File: src/rtl/instr_loader.sv
// Boot-time program loader: streams instruction words into imem over valid/ready,
// then releases the CPU via cpu_start_o after a settle delay.
module instr_loader #(
    parameter int DEPTH       = 32,
    parameter int WORD_W      = 32,
    parameter int START_DELAY = 2
) (
    input  logic              clk_i,
    input  logic              rst_i,
    input  logic              load_req_i,
    input  logic [6:0]        word_count_i,
    input  logic              data_valid_i,
    input  logic [WORD_W-1:0] data_i,
    output logic              data_ready_o,
    output logic              imem_we_o,
    output logic [31:0]       imem_addr_o,
    output logic [WORD_W-1:0] imem_data_o,
    output logic              cpu_start_o,
    output logic              busy_o,
    output logic              err_o
);

    typedef enum logic [2:0] {
        S_IDLE   = 3'd0,
        S_LOAD   = 3'd1,
        S_SETTLE = 3'd2,
        S_RUN    = 3'd3,
        S_ERR    = 3'd4
    } state_t;

    localparam int CNT_W = $clog2(START_DELAY + 2);

    state_t              state_q;
    logic [6:0]          index_q;
    logic [6:0]          count_q;
    logic [CNT_W-1:0]    settle_q;
    logic                ready_q;
    logic                we_q;
    logic [31:0]         addr_q;
    logic [WORD_W-1:0]   data_q;
    logic                start_q;
    logic                busy_q;
    logic                err_q;

    logic                req_legal_d;
    logic                xfer_d;
    logic                last_xfer_d;

    assign req_legal_d = (word_count_i != 7'd0) && (word_count_i <= 7'(DEPTH));
    assign xfer_d      = (state_q == S_LOAD) && ready_q && data_valid_i;
    assign last_xfer_d = xfer_d && (index_q == (count_q - 7'd1));

    // Loader FSM; every output is a register updated here.
    always_ff @(posedge clk_i) begin
        if (rst_i) begin
            state_q  <= S_IDLE;
            index_q  <= 7'd0;
            count_q  <= 7'd0;
            settle_q <= '0;
            ready_q  <= 1'b0;
            we_q     <= 1'b0;
            addr_q   <= 32'd0;
            data_q   <= '0;
            start_q  <= 1'b0;
            busy_q   <= 1'b0;
            err_q    <= 1'b0;
        end else begin
            we_q <= 1'b0;
            if (xfer_d) begin
                we_q    <= 1'b1;
                addr_q  <= {23'd0, index_q, 2'b00};
                data_q  <= data_i;
                index_q <= index_q + 7'd1;
            end
            case (state_q)
                S_IDLE: begin
                    if (load_req_i) begin
                        if (req_legal_d) begin
                            state_q <= S_LOAD;
                            index_q <= 7'd0;
                            count_q <= word_count_i;
                            ready_q <= 1'b1;
                            busy_q  <= 1'b1;
                        end else begin
                            state_q <= S_ERR;
                            err_q   <= 1'b1;
                        end
                    end
                end
                S_LOAD: begin
                    // load_req_i is deliberately not looked at while loading
                    if (last_xfer_d) begin
                        state_q  <= S_SETTLE;
                        ready_q  <= 1'b0;
                        settle_q <= '0;
                    end
                end
                S_SETTLE: begin
                    if (settle_q == CNT_W'(START_DELAY)) begin
                        state_q <= S_RUN;
                        busy_q  <= 1'b0;
                        start_q <= 1'b1;
                    end else begin
                        settle_q <= settle_q + {{(CNT_W-1){1'b0}}, 1'b1};
                    end
                end
                S_RUN: begin
                    if (load_req_i) begin
                        start_q <= 1'b0;
                        if (req_legal_d) begin
                            state_q <= S_LOAD;
                            index_q <= 7'd0;
                            count_q <= word_count_i;
                            ready_q <= 1'b1;
                            busy_q  <= 1'b1;
                        end else begin
                            state_q <= S_ERR;
                            err_q   <= 1'b1;
                        end
                    end
                end
                S_ERR: begin
                    if (load_req_i && req_legal_d) begin
                        state_q <= S_LOAD;
                        err_q   <= 1'b0;
                        index_q <= 7'd0;
                        count_q <= word_count_i;
                        ready_q <= 1'b1;
                        busy_q  <= 1'b1;
                    end
                end
                default: begin
                    state_q <= S_IDLE;
                    ready_q <= 1'b0;
                    we_q    <= 1'b0;
                    start_q <= 1'b0;
                    busy_q  <= 1'b0;
                    err_q   <= 1'b0;
                end
            endcase
        end
    end

    assign data_ready_o = ready_q;
    assign imem_we_o    = we_q;
    assign imem_addr_o  = addr_q;
    assign imem_data_o  = data_q;
    assign cpu_start_o  = start_q;
    assign busy_o       = busy_q;
    assign err_o        = err_q;

endmodule

File: config.mk
export PLATFORM = sky130hd
export DESIGN_NAME = instr_loader
export DESIGN_NICKNAME = d
export VERILOG_FILES = /design/src/rtl/instr_loader.sv
export SDC_FILE = /design/constraint.sdc
export NUM_CORES = 1
export LEC_CHECK = 0
export CAP_MARGIN = 40
export CORE_ASPECT_RATIO = 0.75
export CORE_MARGIN = 8
export CORE_UTILIZATION = 47
export DETAILED_ROUTE_END_ITERATION = 16
export HOLD_SLACK_MARGIN = 0.1
export PLACE_DENSITY_LB_ADDON = 0.2
export RECOVER_POWER = 25
export SETUP_SLACK_MARGIN = 0.3
export SLEW_MARGIN = 20
export SYNTH_ARGS = -nofsm -noshare
export SYNTH_HDL_FRONTEND = slang
export SYNTH_SLANG_ARGS = --single-unit
File: constraint.sdc
create_clock -name clk_i -period 8 [get_ports clk_i]
set_clock_uncertainty 0.2 [all_clocks]
set_input_delay 2 -clock clk_i [delete_from_list [all_inputs] [get_ports clk_i]]
set_output_delay 2 -clock clk_i [all_outputs]
set_load 0.005 [all_outputs]
[Word-level counts from Yosys, hierarchy flattened]
Cells that the tools add are included.
Cells by class
  add/subtract/negate cells: 3
  reduce and logical (&&, ||, !) cells: 21
  bitwise operators: 5
  $lt $le $gt $ge: 1
  muxes and demuxes: 33
  equality and inequality tests: 14
Operators by type and width (count)
  7-bit two-way mux: 7
  7-bit one-hot mux with 2 select lines: 2
  3-bit two-way mux: 5
  2-bit != test (second input constant): 6
  3-bit one-hot mux with 4 select lines: 1
  4-bit AND reduction: 3
  1-bit two-way mux: 11
  5-bit AND reduction: 2
  1-bit one-hot mux with 4 select lines: 2
  7-bit by 1-bit adder with 7-bit output (second input constant): 1
  7-bit equality test: 1
  7-bit by 6-bit <= comparator with 1-bit output (second input constant): 1
  7-bit nonzero test: 1
  7-bit by 1-bit subtractor with 7-bit output (second input constant): 1
  3-bit by 2-bit equality test with 1-bit output (second input constant): 2
  1-bit one-hot mux with 3 select lines: 2
  3-bit AND reduction: 2
  2-bit OR reduction: 3
  1-bit logical AND: 5
  1-bit inverter: 5
  5-bit OR reduction: 1
  2-bit two-way mux: 2
  2-bit by 1-bit != test with 1-bit output (second input constant): 2
  2-bit one-hot mux with 2 select lines: 1
  7 further kinds: 8
Storage, ports and cells
  output and inout bits: 69
  flip-flop bits (word level): 63
  input port bits: 43

[Logic depth before layout (Yosys ltp)]
Gate-level depths: netlist of run 1.
  word-level depth: 7
  mapped depth: 8
  mapped depth without buffers: 8

[Worst setup path after synthesis of run 1]
OpenSTA, ideal clock, no wires.
  path kind: input port to flip-flop
  from: in word_count_i[1]
  to: reg index_q[1]
  buffers on the path: 1
  path slack: 4.057 ns
  arrival time: 3.673 ns
  data required time: 7.730 ns
  stages on the path: 7
  cell sequence: or4_1 > nor2_2 > mux2i_1 > a211oi_4 > or2_1 > buf_4 > a21oi_1
Between the ends
  cells in the longest elaborated chain, start to end: 5
  elaborated cells on any way between the ends: 8
  those cells by class: 1 x order compare; 4 x mux; 3 x reduce/logical
Ends and longest elaborated chain
  start, declared: line 11  | input logic [6:0] word_count_i,
  7-bit by 6-bit <= comparator with 1-bit output / 7-bit nonzero test (equally long branches): line 49  | assign req_legal_d = (word_count_i != 7'd0) && (word_count_i <= 7'(DEPTH));
  1-bit logical AND *: line 49
  7-bit two-way mux / 1-bit logical AND (equally long branches): line 78, 110, 123
  7-bit two-way mux, on equally long branches: line 77, 123
  7-bit one-hot mux with 2 select lines *: line 75  | case (state_q)
  end signal, assigned: line 73  | index_q <= index_q + 7'd1;
  end, declared: line 34  | logic [6:0] index_q;
Mark *: on every way between the ends. The rest lies on a longest branch, timed or not.
A chain may end at the register's enable or synchronous reset.

[Worst setup path in the final report of run 1]
  from: in data_valid_i
  to: reg data_q[26] (netlist: imem_data_o[26])
Between the ends
  cells in the longest elaborated chain, start to end: 1
Ends and longest elaborated chain
  start, declared: line 12  | input logic data_valid_i,
  1-bit logical AND: line 50  | assign xfer_d = (state_q == S_LOAD) && ready_q && data_valid_i;
  end signal, assigned: line 72  | data_q <= data_i;
  end, declared: line 40  | logic [WORD_W-1:0] data_q;
Every way passes these cells.

==> results.json, run 1 <==
{
  "cap_violations": 1,
  "switching_share_pct": 24.0,
  "antennaDiodeCount": 0,
  "synth_enable_flop_cells": 0,
  "worst-setup-path-type": "in -> reg",
  "die_w_um": 106,
  "crit_path_start_kind": "input pin",
  "remaining_drc_errors": 0,
  "yosys.cell_types.count": 46,
  "area_delta_synth_final_pct": 35.0,
  "synthCells": 355,
  "holdPathStages": 2,
  "cts_tree": "yes",
  "ys.flop_type": "dfxtp_1",
  "numCtsBuffers": 9,
  "post-route-min-period_ps": 4390,
  "end_kind": "flop",
  "synth.area.top_cells": "dfxtp_1, nand2_1, a21oi_1",
  "rsz0062_at_grt": "false",
  "first_global_vias": 2288,
  "die_h_um": 83.5,
  "dp_hpwl_mm": 5.19,
  "cts_hold_buf": 0,
  "netlist.area_leader.share_pct": 44.2,
  "detail_route.wl_per_cell_um": 13.8,
  "antenna_found_initial": 0,
  "critPathMostFrequentCell": "nand2_1",
  "drive_gt1_share_pct": 5.71,
  "drtIter0Drc": 70,
  "crit_path_max_incr_delay_ps": 1320,
  "layout.nets": 479,
  "ctsResizeCount": 0,
  "status": "complete, but fails checks",
  "finalPower_uw": 657,
  "rrSetupSlack_ps": 5050,
  "failed_checks": "max-capacitance violations, max-slew violations",
  "synth_common_cells": "nand2_1, dfxtp_1, a21oi_1",
  "cts_sinks": 63,
  "die_area_sq_um": 8850,
  "start_util_pct": 48.8,
  "finalHoldViolCount": 0,
  "cts-htree-levels": 3,
  "gr-total-overflow": 0,
  "syn_area_sq_um": 2860,
  "routabilityCongestion": 0.798,
  "final_util_pct": 65.9,
  "timing.fmax_ghz": 0.228,
  "worstPathRequired_ps": 8060,
  "vias": 2554,
  "syn_avg_cell_area_sq_um": 8.05,
  "setup_viol": 0,
  "irDropWorstVdd_v": 0.000121,
  "p_comb_share_pct": 10.4,
  "p_leak_uw": 0.00136,
  "grt_pass1_wl_mm": 11.3,
  "crit_chain": "dlygate4sd3_1 > nand2_1 > or3_1 > clkbuf_1 > nand2_1 > a21oi_1",
  "drt_wl_total_mm": 7.13,
  "ff2ff_path_depth": 5,
  "synthArstFlopShare_pct": 0,
  "yosysSeqAreaShare_pct": 44.2,
  "clk_latency_ps": 340,
  "maxSlewHeadroom_pct": -22.4,
  "portBuffers": 86,
  "pwr-share-clk_pct": 40.0,
  "yosysMostFrequentCell": "nand2_1",
  "slowest_stage": "clkbuf_1",
  "power_switching_uw": 158,
  "path_clk_slew_ps": 60,
  "internal-power_uw": 500,
  "drtAntennaViolNets": 0,
  "ios": 112,
  "worst_pin_slew_ps": 1840,
  "crit_fanout": 41,
  "coreArea_sq_um": 5860,
  "arrival_ps": 4460,
  "report.final.slew_viol_count": 42,
  "seq_power_share_pct": 49.6,
  "postCtsSetupBuffers": 0,
  "ys.warnings.count": 0,
  "cts_root_buf": "clkbuf_8",
  "clock_path_buffers": 2,
  "grt_usage_pct": 15.6,
  "firstDrtPassIters": 4,
  "period_share_pct": 54.9,
  "rows": 24,
  "grt_max_degree": 46,
  "power_density_nw_per_um2": 170,
  "hp-class": "reg -> reg",
  "avgViaCountPerCell": 4.95,
  "synth_area_leader_cell": "dfxtp_1",
  "synth_seq_cells": 63,
  "tns_ps": 0
}
[cell usage in the layout, fill, tap and decap left out, types with 2 or more instances in the layout]
master	Yosys	routed
nand2_1	86	86
clkdlybuf4s50_1	0	78
dfxtp_1	63	63
a21oi_1	54	54
conb_1	1	25
nor2_1	23	23
xnor2_1	10	10
clkbuf_8	0	9
mux2i_1	8	8
dlygate4sd3_1	0	7
inv_1	6	6
nand2b_1	5	5
xor2_1	5	5
nand3_1	5	5
nor2b_1	4	4
or3_1	3	3
o21ai_0	3	3
ha_1	3	3
clkinv_2	0	3
o31a_1	2	2
nor3_1	2	2
clkbuf_1	18	2
[power by group through the flow]
stage                     logic (uW)  registers [uW]  clock network [uW]
after floorplan                 44.5             330                   0
after global placement          66.2             333                   0
after detailed placement        68.6             333                   0
after CTS                       68.9             326                 271
after global routing            74.2             327                 287
final                           68.3             326                 263
[per-layer routing]
metal	global-route usage (%)	wire length, um
met2	25.1	3360
met4	5.35	51
met3	7.10	577
met1	17.9	3140
met5	0	0
[metrics by stage]
step | area (sq um) | cells | hold slack (ps) | setup WS [ps]
6_report | 3860 | 516 | 250 | 3610
5_1_grt | 3860 | 516 | 269 | 3330
4_1_cts | 3860 | 516 | 257 | 3770
3_5_place_dp | 3670 | 500 | 247 | 3370
3_3_place_gp | 3650 | 499 | 230 | 3500
2_1_floorplan | 2950 | 379 | 222 | 4060
[logic make-up (layout without fill, tap and decap cells)]
kind of cell,count (synthesis),count (layout),synth area share [%]
AND/OR/NAND/NOR,140,140,21.3
XOR/XNOR,15,15,4.60
buffers and inverters,52,111,10.2
flip-flops,63,63,44.2
adder cells (fa/ha/maj),3,3,1.31
AO/OA/AOI/OAI,72,72,15.0
multiplexers,9,9,3.20
other,1,25,0.131
[worst max-delay path, delay by kind of cell]
family                 cells  cell delay (ps)
buffers and inverters      2             1850
AND/OR/NAND/NOR            3              400
AO/OA/AOI/OAI              1              190
[sequential cells by signal, indices dropped and copies added, names as in the netlist]
name / flops
imem_data_o: 32
index_q: 7
busy_o: 1
count_q: 7
err_o: 1
data_ready_o: 1
imem_we_o: 1
cpu_start_o: 1
state_q: 3
settle_q: 2
imem_addr_o: 7
[cell type report]
cell class	count	area, sq um
well taps	78	97.6
multi-input cells	264	1400
fillers	503	2000
clock buffers	10	128
inverters	6	22.5
clock inverters	6	61.3
flip-flops and latches	63	1260
repair buffers	89	887
[final timing paths]
kind | startpoint | to
setup / recovery | data_valid_i | imem_data_o[26]
hold reg to reg | imem_data_o[7] | imem_data_o[7]
hold / removal | imem_data_o[7] | imem_data_o[7]
setup reg to reg | state_q[1] | imem_data_o[26]
Note: power is estimated with default switching activity, not from simulation.
==> run 2: changes to the inputs <==
- CORE_UTILIZATION: 47 -> 39
- clock period: 8 -> 4 ns (I/O delays scaled with it)
==> results.json, run 2 (synthesis results as in run 1) <==
{
  "arrival_ps": 3370,
  "rows": 27,
  "path_clk_slew_ps": 70,
  "portBuffers": 86,
  "drtAntennaViolNets": 0,
  "die_h_um": 90.1,
  "coreArea_sq_um": 7230,
  "routabilityCongestion": 0.831,
  "ios": 112,
  "cts_hold_buf": 0,
  "first_global_vias": 2417,
  "report.final.slew_viol_count": 42,
  "antennaDiodeCount": 0,
  "final_cell_count_no_fill": 540,
  "cts_sinks": 63,
  "dp_hpwl_mm": 5.27,
  "gr-total-overflow": 0,
  "start_util_pct": 39.5,
  "postCtsSetupBuffers": 0,
  "finalPower_uw": 1400,
  "antenna_found_initial": 0,
  "clock_path_buffers": 2,
  "timing.fmax_ghz": 0.303,
  "worst-setup-path-type": "in -> reg",
  "hp-class": "reg -> reg",
  "tns_ps": 0,
  "crit_path_start_kind": "input pin",
  "layout_commonest_cell": "nand2_1",
  "maxSlewHeadroom_pct": -24.1,
  "layout.nets": 480,
  "area_delta_synth_final_pct": 37.0,
  "cts_root_buf": "clkbuf_8",
  "drtIter0Drc": 86,
  "rsz0062_at_grt": "false",
  "avgViaCountPerCell": 4.66,
  "vias": 2514,
  "setup_viol": 0,
  "post_dp_cell_area_sq_um": 3690,
  "detail_route.wl_per_cell_um": 13.5,
  "design_area_sq_um": 3910,
  "place_ws_ps": 420,
  "cap_violations": 1,
  "drt_wl_total_mm": 7.30,
  "cts-htree-levels": 3,
  "crit_fanout": 41,
  "fin_ws_ps": 699,
  "cts_tree": "yes",
  "firstDrtPassIters": 5,
  "worst_pin_slew_ps": 1860,
  "period_share_pct": 82.5,
  "die_w_um": 115,
  "status": "complete, but fails checks",
  "die_area_sq_um": 10300,
  "grt_max_degree": 45,
  "remaining_drc_errors": 0,
  "end_kind": "flop",
  "dp.cells": 524,
  "drive_gt1_share_pct": 6.15,
  "grt_pass1_wl_mm": 11.8,
  "power_density_nw_per_um2": 357,
  "irDropWorstVdd_v": 0.000190,
  "p_leak_uw": 0.00144,
  "worstPathRequired_ps": 4070,
  "numCtsBuffers": 9,
  "largest_reg_flops": 32,
  "post-route-min-period_ps": 3300,
  "finalHoldViolCount": 0,
  "failed_checks": "max-capacitance violations, max-slew violations",
  "ctsResizeCount": 0,
  "grt_usage_pct": 14.1,
  "layout_common_cells": "nand2_1, dfxtp_1, clkdlybuf4s50_1",
  "clk_latency_ps": 340
}
[run 2: area by class of cell]
cell class              count  area [sq um]
multi-input cells         264          1400
clock buffers               9           124
inverters                   6          22.5
fillers                   726          3320
clock inverters             7          97.6
well taps                 101           126
repair buffers             90           882
flip-flops and latches     63          1260
[run 2: per-layer routing]
layer	wire length, um	up-vias	GRT usage, %	share of wire, %
met5	0	-	0	0
met4	72	0	4.58	0.99
met3	584	7	5.88	8.0
met2	3480	63	23.0	48
met1	3160	1157	16.3	43
li1	-	1287	-	-
[run 2: final timing paths]
kind,startpoint,endpoint,slack [ps],cells past startpoint
worst max-delay path,data_valid_i,imem_addr_o[5],700,6
worst min-delay path,imem_data_o[31],imem_data_o[31],250,2
worst max register to register,state_q[1],imem_addr_o[5],1000,5
worst min register to register,imem_data_o[31],imem_data_o[31],250,2
[run 2: critical path, stage by stage]
cell	delay [ps]
clkdlybuf4s50_1	400
nand2_1	150
or3_1	130
clkbuf_1	1330
nand2_1	140
a21oi_1	210
[run 2: metrics by stage]
stage | utilization [%] | hold WS, ps
after CTS | 54.2 | 255
after floorplan | - | 222
final | 54.1 | 248
after global routing | 54.1 | 272
after global placement | 51.1 | 230
after detailed placement | 51.1 | 246
[run 2: power by group]
part | switching [uW] | total [uW] | internal, uW
clock network | 256 | 607 | 351
registers | 14.0 | 652 | 638
logic | 61.2 | 136 | 75.0
